[config.mk]
export PLATFORM = sky130hd
export DESIGN_NAME = cfg_stream_loader_flat
export DESIGN_NICKNAME = d
export VERILOG_FILES = /design/src/rtl/cfg_stream_loader_if.sv /design/src/rtl/cfg_stream_loader.sv /design/src/flat_wrapper.sv
export SDC_FILE = /design/constraint.sdc
export NUM_CORES = 1
export LEC_CHECK = 0
export ABC_AREA = 1
export CORE_ASPECT_RATIO = 1.2
export CORE_UTILIZATION = 50
export DETAILED_ROUTE_END_ITERATION = 8
export PLACE_DENSITY = 0.79
export SYNTH_ARGS = -nofsm -noshare
export SYNTH_HDL_FRONTEND = slang
export SYNTH_SLANG_ARGS = --single-unit
[constraint.sdc]
create_clock -name clock -period 3.5 [get_ports clock]
set_clock_uncertainty 0.2 [all_clocks]
set_input_delay 0.525 -clock clock [delete_from_list [all_inputs] [get_ports clock]]
set_output_delay 0.525 -clock clock [all_outputs]
set_load 0.1 [all_outputs]
[src/rtl/cfg_stream_loader_if.sv]
// Stream-in and fabric-config-out bundle for the configuration loader.
// The master side feeds stream words and observes the config write bus;
// the slave side is the loader itself.
interface cfg_stream_loader_if #(
  parameter int ADDR_W = 6
);
  logic [31:0]       in_data;
  logic              in_valid;
  logic              in_ready;
  logic              cfg_we;
  logic [ADDR_W-1:0] cfg_addr;
  logic [31:0]       cfg_data;

  modport master (
    output in_data, in_valid,
    input  in_ready, cfg_we, cfg_addr, cfg_data
  );

  modport slave (
    input  in_data, in_valid,
    output in_ready, cfg_we, cfg_addr, cfg_data
  );
endinterface

[src/rtl/cfg_stream_loader.sv]
// Fabric configuration loader: consumes header, NUM_WORDS payload words and an
// XOR checksum from a valid/ready stream, writes each payload word to the
// fabric config bus, and enables the fabric only after a clean, complete load.
module cfg_stream_loader #(
  parameter int          NUM_WORDS = 57,
  parameter int          ADDR_W    = 6,
  parameter logic [31:0] MAGIC     = 32'hF96A_C0DE,
  parameter int unsigned TIMEOUT   = 1024
) (
  input  logic                 clock,
  input  logic                 reset,
  input  logic                 start,
  input  logic                 abort,
  cfg_stream_loader_if.slave   bus,
  output logic                 busy,
  output logic                 done,
  output logic                 error,
  output logic                 fabric_en
);

  typedef enum logic [2:0] {
    IDLE,
    HEADER,
    PAYLOAD,
    CHECK,
    DONE,
    ERROR
  } state_t;

  localparam logic [ADDR_W-1:0] LAST_IDX     = ADDR_W'(NUM_WORDS - 1);
  localparam logic [31:0]       TIMEOUT_LAST = 32'(TIMEOUT - 1);

  state_t            state;
  logic [ADDR_W-1:0] idx;
  logic [31:0]       checksum;
  logic [31:0]       idle_cnt;
  logic              xfer;

  assign xfer = bus.in_valid & bus.in_ready;

  // Load sequencer: state, registered handshake/status outputs and config writes.
  always_ff @(posedge clock or posedge reset) begin
    if (reset) begin
      state        <= IDLE;
      idx          <= '0;
      checksum     <= '0;
      idle_cnt     <= '0;
      bus.in_ready <= 1'b0;
      bus.cfg_we   <= 1'b0;
      bus.cfg_addr <= '0;
      bus.cfg_data <= '0;
      busy         <= 1'b0;
      done         <= 1'b0;
      error        <= 1'b0;
      fabric_en    <= 1'b0;
    end else begin
      bus.cfg_we <= 1'b0;
      case (state)
        IDLE, DONE, ERROR: begin
          if (start) begin
            state        <= HEADER;
            idx          <= '0;
            checksum     <= '0;
            idle_cnt     <= '0;
            bus.in_ready <= 1'b1;
            busy         <= 1'b1;
            done         <= 1'b0;
            error        <= 1'b0;
            fabric_en    <= 1'b0;
          end
        end
        default: begin
          if (abort) begin
            state        <= IDLE;
            bus.in_ready <= 1'b0;
            busy         <= 1'b0;
            done         <= 1'b0;
            error        <= 1'b0;
            fabric_en    <= 1'b0;
          end else if (xfer) begin
            idle_cnt <= '0;
            case (state)
              HEADER: begin
                if (bus.in_data == MAGIC) begin
                  state <= PAYLOAD;
                end else begin
                  state        <= ERROR;
                  bus.in_ready <= 1'b0;
                  busy         <= 1'b0;
                  error        <= 1'b1;
                end
              end
              PAYLOAD: begin
                bus.cfg_we   <= 1'b1;
                bus.cfg_addr <= idx;
                bus.cfg_data <= bus.in_data;
                checksum     <= checksum ^ bus.in_data;
                idx          <= idx + 1'b1;
                if (idx == LAST_IDX) begin
                  state <= CHECK;
                end
              end
              default: begin
                bus.in_ready <= 1'b0;
                busy         <= 1'b0;
                if (bus.in_data == checksum) begin
                  state     <= DONE;
                  done      <= 1'b1;
                  fabric_en <= 1'b1;
                end else begin
                  state <= ERROR;
                  error <= 1'b1;
                end
              end
            endcase
          end else if (TIMEOUT != 0) begin
            if (idle_cnt == TIMEOUT_LAST) begin
              state        <= ERROR;
              bus.in_ready <= 1'b0;
              busy         <= 1'b0;
              error        <= 1'b1;
            end else begin
              idle_cnt <= idle_cnt + 1'b1;
            end
          end
        end
      endcase
    end
  end

endmodule
[src/flat_wrapper.sv]
// flat-port wrapper written by rule: the top's interface ports become plain ports
module cfg_stream_loader_flat 
#(
  parameter int          NUM_WORDS = 57,
  parameter int          ADDR_W    = 6,
  parameter logic [31:0] MAGIC     = 32'hF96A_C0DE,
  parameter int unsigned TIMEOUT   = 1024
)
  (clock, reset, start, abort, busy, done, error, fabric_en, bus_in_data, bus_in_valid, bus_in_ready, bus_cfg_we, bus_cfg_addr, bus_cfg_data);
  cfg_stream_loader_if #(.ADDR_W(ADDR_W)) bus_i ();
  input  logic clock;
  input  logic reset;
  input  logic start;
  input  logic abort;
  output logic busy;
  output logic done;
  output logic error;
  output logic fabric_en;
  input wire logic [$bits(bus_i.in_data)-1:0] bus_in_data;
  input wire logic [$bits(bus_i.in_valid)-1:0] bus_in_valid;
  output wire logic [$bits(bus_i.in_ready)-1:0] bus_in_ready;
  output wire logic [$bits(bus_i.cfg_we)-1:0] bus_cfg_we;
  output wire logic [$bits(bus_i.cfg_addr)-1:0] bus_cfg_addr;
  output wire logic [$bits(bus_i.cfg_data)-1:0] bus_cfg_data;
  assign bus_i.in_data = bus_in_data;
  assign bus_i.in_valid = bus_in_valid;
  assign bus_in_ready = bus_i.in_ready;
  assign bus_cfg_we = bus_i.cfg_we;
  assign bus_cfg_addr = bus_i.cfg_addr;
  assign bus_cfg_data = bus_i.cfg_data;
  cfg_stream_loader #(.NUM_WORDS(NUM_WORDS), .ADDR_W(ADDR_W), .MAGIC(MAGIC), .TIMEOUT(TIMEOUT)) u_core (.clock(clock), .reset(reset), .start(start), .abort(abort), .bus(bus_i), .busy(busy), .done(done), .error(error), .fabric_en(fabric_en));
endmodule
==> reports/metrics.cfg, run 1 <==
[status]
run_status = complete, no violations

[clock_network]
clock-root-buffer = clkbuf_16
holdBufCountCts = 0
cts_setup_buffers = 0
cts_resized = 0
cts_tree = built
worstSkewPairLatency_ns = 0.41
numCtsBuffers = 17
cts_buffer_depth = 2
cts.clk_slew.worst_paths_ns = 0.05
cts.sinks = 115
h-tree-depth = 4

[layout]
num-nets-final = 972
multi_input_comb_area_sq_mm = 0.00285
fin_util_pct = 64.0
area_delta_synth_final_pct = 23.7
drive_gt1_share_pct = 7.20
fillerInstances = 1085
regArea_sq_mm = 0.00288
n_antenna_cell = 0

[floorplanning]
core_sq_mm = 0.0122
ios = 81
floorplan.initialDensity_pct = 51.7
dieArea_sq_mm = 0.0130
die_y_um = 125
die_w_um = 104
rows = 44

[critical_path]
endpoint_kind = output pin
path_max_fanout = 3
crit_path_cell_trace = clkdlybuf4s50_1
regToRegEndpoint = u_core.bus.cfg_data[7]
critPathBufInv = 1
worstSetupPathType = flop to output pin
critPathSlowestCell = clkdlybuf4s50_1
r2r_slack_ns = 1.14
critical_path_required_ns = 2.77
worst_setup_path_start_kind = flop
r2r_start = u_core.state[1]
cp_top_family = buffers and inverters
ff2ff_path_depth = 10
arrival_ns = 1.96
max_stage_delay_ns = 1.15

[sta]
period_minus_slack_ns = 2.69
hold_viol = 0
drv_slew = 0
max_slew.worst_pin.slew_ns = 1.01
slew_headroom_pct = 32.8
final.setup.tns_ns = 0
grt_setup_unrepaired = false
fmax_mhz = 372
finalSetupViolations = 0
worst_slack_ns = 0.813
hold_ws_ns = 0.272
period_share_pct = 76.8

[drt]
wl_per_cell_um = 14.3
drc = 0
vias_per_cell = 5.14
drt_iter0_markers = 334
num_vias = 5685
routed_wl_um = 15800
dr.pass1.iters = 5
drtAntennaViolNets = 0

[global_routing]
grt_overflow = 0
grt_pass1_vias = 5649
grt_pass1_wl_um = 26800
track_usage_pct = 25.7
grt_start_max_net_pins = 116
antenna_found_initial = 0

[worst_hold_path]
whs_endpoint = u_core.error
min_path_type = flop to flop
worstHoldPathCells = 2
worstHoldStart = u_core.error

[placed_design]
dp_slack_ns = 0.775
port_buffers = 80
place_congestion = 0.995
hpwl_um = 11300

[synth]
ys.warnings.count = 0
syn_nets = 893
ys.flop_type = dfrtp_1
synth_top_area_cell = dfrtp_1
synth-async-reset-ratio_pct = 100
ys_types = 33
syn_inst = 853
synth_area_leaders = dfrtp_1 (46%), nand2_1 (17%), inv_1 (6.3%)
postSynthRegisterBits = 115
netlist_area_sq_mm = 0.00630
synth_edf_count = 0
syn_avg_cell_area_sq_um = 7.38
ys_seq_area_share_pct = 45.7
synth_top_cell_area_share_pct = 45.7

[power_and_ir_drop]
p_comb_share_pct = 38.0
p_seq_share_pct = 31.3
irDropWorstVdd_mv = 0.347
p_switching_mw = 2.37
p_clk_share_pct = 30.7
power_mw = 5.50
total_leakage_power_nw = 3.69
power_density_mw_per_mm2 = 707
intPower_mw = 3.14
switching_share_pct = 43.0

[job]
drv_cap = 0

-- power groups by stage --
stage	Combinational [mW]	Sequential (mW)	Clock, mW
2_1_floorplan	1.07	2.29	0
4_1_cts	2.10	1.72	1.71
3_3_place_gp	2.06	1.73	0
3_5_place_dp	2.08	1.74	0
6_report	2.09	1.72	1.69
5_1_grt	2.27	1.75	1.77
-- layout make-up --
cell class | count | area share (%)
timing repair buffer | 87 | 11.2
clock inverter | 13 | 1.75
tap | 161 | 2.59
multi-input combinational | 601 | 36.5
sequential | 115 | 37.0
inverter | 110 | 5.38
clock buffer | 18 | 5.64
-- metrics by stage --
| step | cells | cell area (sq um) |
|---|---|---|
| final | 1105 | 7790 |
| after detailed placement | 1074 | 7210 |
| after CTS | 1105 | 7790 |
| after floorplan | 853 | 6300 |
| after global placement | 1074 | 7210 |
| after global routing | 1105 | 7790 |
-- cell families after synthesis --
family          synth area share, %
simple gates                   31.4
buf+inv                        9.10
flops                          45.7
compound gates                 9.62
xor+xnor                       3.62
fa+ha+maj                     0.596
-- registers in the layout, indices dropped and copies added (netlist names) --
signal / flops
u_core.bus.cfg_data: 32
u_core.checksum: 32
u_core.idle_cnt: 32
u_core.bus.cfg_addr: 6
u_core.idx: 6
u_core.state: 3
u_core.bus.cfg_we: 1
u_core.busy: 1
u_core.done: 1
u_core.error: 1
-- how the worst max path moves through the flow --
| stage | startpoint | slack (ns) | cells past startpoint | endpoint |
|---|---|---|---|---|
| 2_1_floorplan | u_core.busy | 1.01 | 9 | u_core.bus.cfg_addr[2] |
| 3_3_place_gp | bus_in_valid | 0.80 | 8 | u_core.checksum[12] |
| 3_5_place_dp | bus_in_valid | 0.77 | 9 | u_core.bus.cfg_data[7] |
| 4_1_cts | u_core.done | 0.78 | 1 | fabric_en |
| 5_1_grt | u_core.done | 0.76 | 1 | fabric_en |
| 6_report | u_core.done | 0.81 | 1 | fabric_en |
-- cells in the mapped netlist (2+ instances only) --
cell type	n
buf_2	12
xor2_1	20
clkbuf_1	6
nor2_8	2
nand3_1	31
a22oi_1	2
xnor2_1	6
nand4_1	24
o21ai_0	27
nand2_4	4
inv_2	2
buf_6	4
inv_1	106
a21oi_1	6
ha_1	3
nand2_2	5
buf_1	2
nor3_1	27
nand3_2	2
dfrtp_1	115
nand2_1	281
o21ai_2	6
o21ai_1	34
o22ai_1	28
buf_4	3
nor2_1	88
-- cells in the final DEF, fill, tap and decap left out, types with 2 or more instances in the layout --
cell type	n
bufinv_16	2
nand4_1	24
ha_1	3
nor2_1	88
inv_1	105
nand2_2	5
nand3_1	31
dfrtp_1	115
buf_12	2
o21ai_1	34
nand3_2	2
buf_4	9
nand2_4	4
clkinv_4	2
clkinv_2	4
o21ai_0	27
clkinvlp_4	5
clkdlybuf4s50_1	76
clkbuf_16	17
nor2_8	2
o22ai_1	28
nor3_1	27
xor2_1	20
inv_2	2
a22oi_1	2
nand2_1	281
xnor2_1	6
o21ai_2	6
a21oi_1	6
-- layer usage --
layer	vias to the layer above	wire [um]	GRT usage, %
met3	29	539	4.55
met4	0	446	10.1
met1	2646	6730	30.9
li1	2874	-	-
met5	-	0	0
met2	136	8120	45.4
Note: power is estimated with default switching activity, not from simulation.
==> inputs of run 2 (changes only) <==
--- a/config.mk
+++ b/config.mk
@@ -7,9 +7,9 @@
 export LEC_CHECK = 0
 export ABC_AREA = 1
 export CORE_ASPECT_RATIO = 1.2
-export CORE_UTILIZATION = 50
+export CORE_UTILIZATION = 56
 export DETAILED_ROUTE_END_ITERATION = 8
-export PLACE_DENSITY = 0.79
+export PLACE_DENSITY = 0.84
 export SYNTH_ARGS = -nofsm -noshare
 export SYNTH_HDL_FRONTEND = slang
 export SYNTH_SLANG_ARGS = --single-unit
==> constraint.sdc (replaced) <==
create_clock -name clock -period 2.6 [get_ports clock]
set_clock_uncertainty 0.2 [all_clocks]
set_input_delay 0.39 -clock clock [delete_from_list [all_inputs] [get_ports clock]]
set_output_delay 0.39 -clock clock [all_outputs]
set_load 0.1 [all_outputs]
==> reports/metrics.cfg, run 2 (synthesized netlist as in run 1, its figures left out) <==
[global_routing]
grt_overflow = 0
track_usage_pct = 30.2
grt_pass1_vias = 5809
grt_start_max_net_pins = 74
antenna_found_initial = 0
grt_pass1_wl_um = 27300

[floorplanning]
die_w_um = 98.8
rows = 42
dieArea_sq_mm = 0.0117
floorplan.initialDensity_pct = 57.3
ios = 81
die_y_um = 118
core_sq_mm = 0.0110

[clock_network]
h-tree-depth = 4
clock-root-buffer = clkbuf_16
cts.clk_slew.worst_paths_ns = 0.05
holdBufCountCts = 0
cts_tree = built
numCtsBuffers = 17
cts_setup_buffers = 0
cts.sinks = 115
worstSkewPairLatency_ns = 0.42
cts_resized = 0
cts_buffer_depth = 2

[sta]
max_slew.worst_pin.slew_ns = 0.490
finalSetupViolations = 0
hold_viol = 0
period_share_pct = 92.9
slew_headroom_pct = 67.2
final.setup.tns_ns = 0
drv_slew = 0
period_minus_slack_ns = 2.41
worst_slack_ns = 0.186
fmax_mhz = 414
grt_setup_unrepaired = false

[critical_path]
critical_path_required_ns = 2.70
crit_path_cell_trace = ha_1 > nand2_1 > inv_1 > nand3_2 > clkinv_1 > nand4_1 > nand2_2 > nand2_2 > clkinvlp_4 > nor3_1 > nor2_1
arrival_ns = 2.52
worst_setup_path_start_kind = flop
cp_common_cell = nand2_2
r2r_slack_ns = 0.19
critPathSlowestCell = dfrtp_1
endpoint_kind = flop
max_stage_delay_ns = 0.43
worstSetupPathType = flop to flop
path_max_fanout = 20

[worst_hold_path]
min_path_type = input port to async pin

[placed_design]
place_congestion = 1.03
hpwl_um = 11600
dp_slack_ns = 0.184
port_buffers = 80

[drt]
routed_wl_um = 16600
dr.pass1.iters = 5
num_vias = 5851
drtAntennaViolNets = 0
wl_per_cell_um = 15.4
drc = 0
drt_iter0_markers = 292
vias_per_cell = 5.40

[layout]
reg_top3 = u_core.bus.cfg_data x32, u_core.checksum x32, u_core.idle_cnt x32
drive_gt1_share_pct = 11.9
num-nets-final = 978
final_common_cell = nand2_1
fillerInstances = 857
final_cell_mix = nand2_1 (281), dfrtp_1 (115), inv_1 (104)
area_delta_synth_final_pct = 23.2
n_antenna_cell = 0

[status]
run_status = complete, no violations

[power_and_ir_drop]
total_leakage_power_nw = 3.82
power_mw = 7.69
power_density_mw_per_mm2 = 992
irDropWorstVdd_mv = 0.623

[job]
drv_cap = 0

run 2: changes by cell type in the layout (fill, tap and decap cells not counted):
cell             previous run  this run
clkdlybuf4s50_1            76        36
clkbuf_1                    0         3
clkbuf_8                    1         3
inv_1                     105       104
buf_4                       9        55
bufinv_16                   2         4
clkinv_2                    4         3
inv_6                       1         0
clkinvlp_4                  5         3
clkinv_4                    2         1
run 2: worst paths after layout:
path / depth (start not counted) / endpoint / start
setup / recovery: 11 / u_core.idle_cnt[2] / u_core.idle_cnt[0]
hold reg to reg: 2 / u_core.bus.cfg_data[18] / u_core.bus.cfg_data[18]
setup reg to reg: 11 / u_core.idle_cnt[2] / u_core.idle_cnt[0]
min in group clock: 2 / u_core.bus.cfg_data[18] / u_core.bus.cfg_data[18]
hold / removal: 2 / u_core.bus.cfg_data[29] / reset
max in group asynchronous: 3 / u_core.bus.cfg_data[0] / reset
run 2: cell type report:
cell class	instances	area (sq um)	share of cell area, %
Sequential cell	115	2880	37.1
Multi-Input combinational cell	601	2850	36.7
Timing Repair Buffer	93	813	10.5
Clock buffer	23	478	6.16
Inverter	110	423	5.45
Tap cell	132	165	2.13
Clock inverter	9	151	1.95
run 2: power breakdown:
group          leakage (nW)  switching [mW]  internal [mW]
Clock                 0.307           0.818           1.67
Sequential             1.58           0.202           2.12
Combinational          1.93            2.19          0.692
Total                  3.82            3.21           4.48
run 2: layer usage:
layer	global-route usage (%)	vias to the layer above	share of wire [%]
met5	0	-	0
met4	16.4	0	4.3
met3	6.03	65	5.0
met2	52.7	211	51
met1	34.5	2696	39
li1	-	2879	-
run 2: per-stage QoR:
stage	std cells	cell area (sq um)	hold WS (ns)	util, %
2_1_floorplan	853	6300	0.275	-
3_3_place_gp	1051	7120	0.255	64.8
3_5_place_dp	1051	7120	0.260	64.8
4_1_cts	1083	7750	0.117	70.6
5_1_grt	1083	7750	0.137	70.6
6_report	1083	7750	0.105	70.6
run 2: worst max-delay path: cells and delay by family, from the launching register on:
family / cells / cell delay [ns]
flip-flops: 1 / 0.43
adder cells (fa/ha/maj): 1 / 0.26
AND/OR/NAND/NOR: 7 / 0.87
buffers and inverters: 3 / 0.54
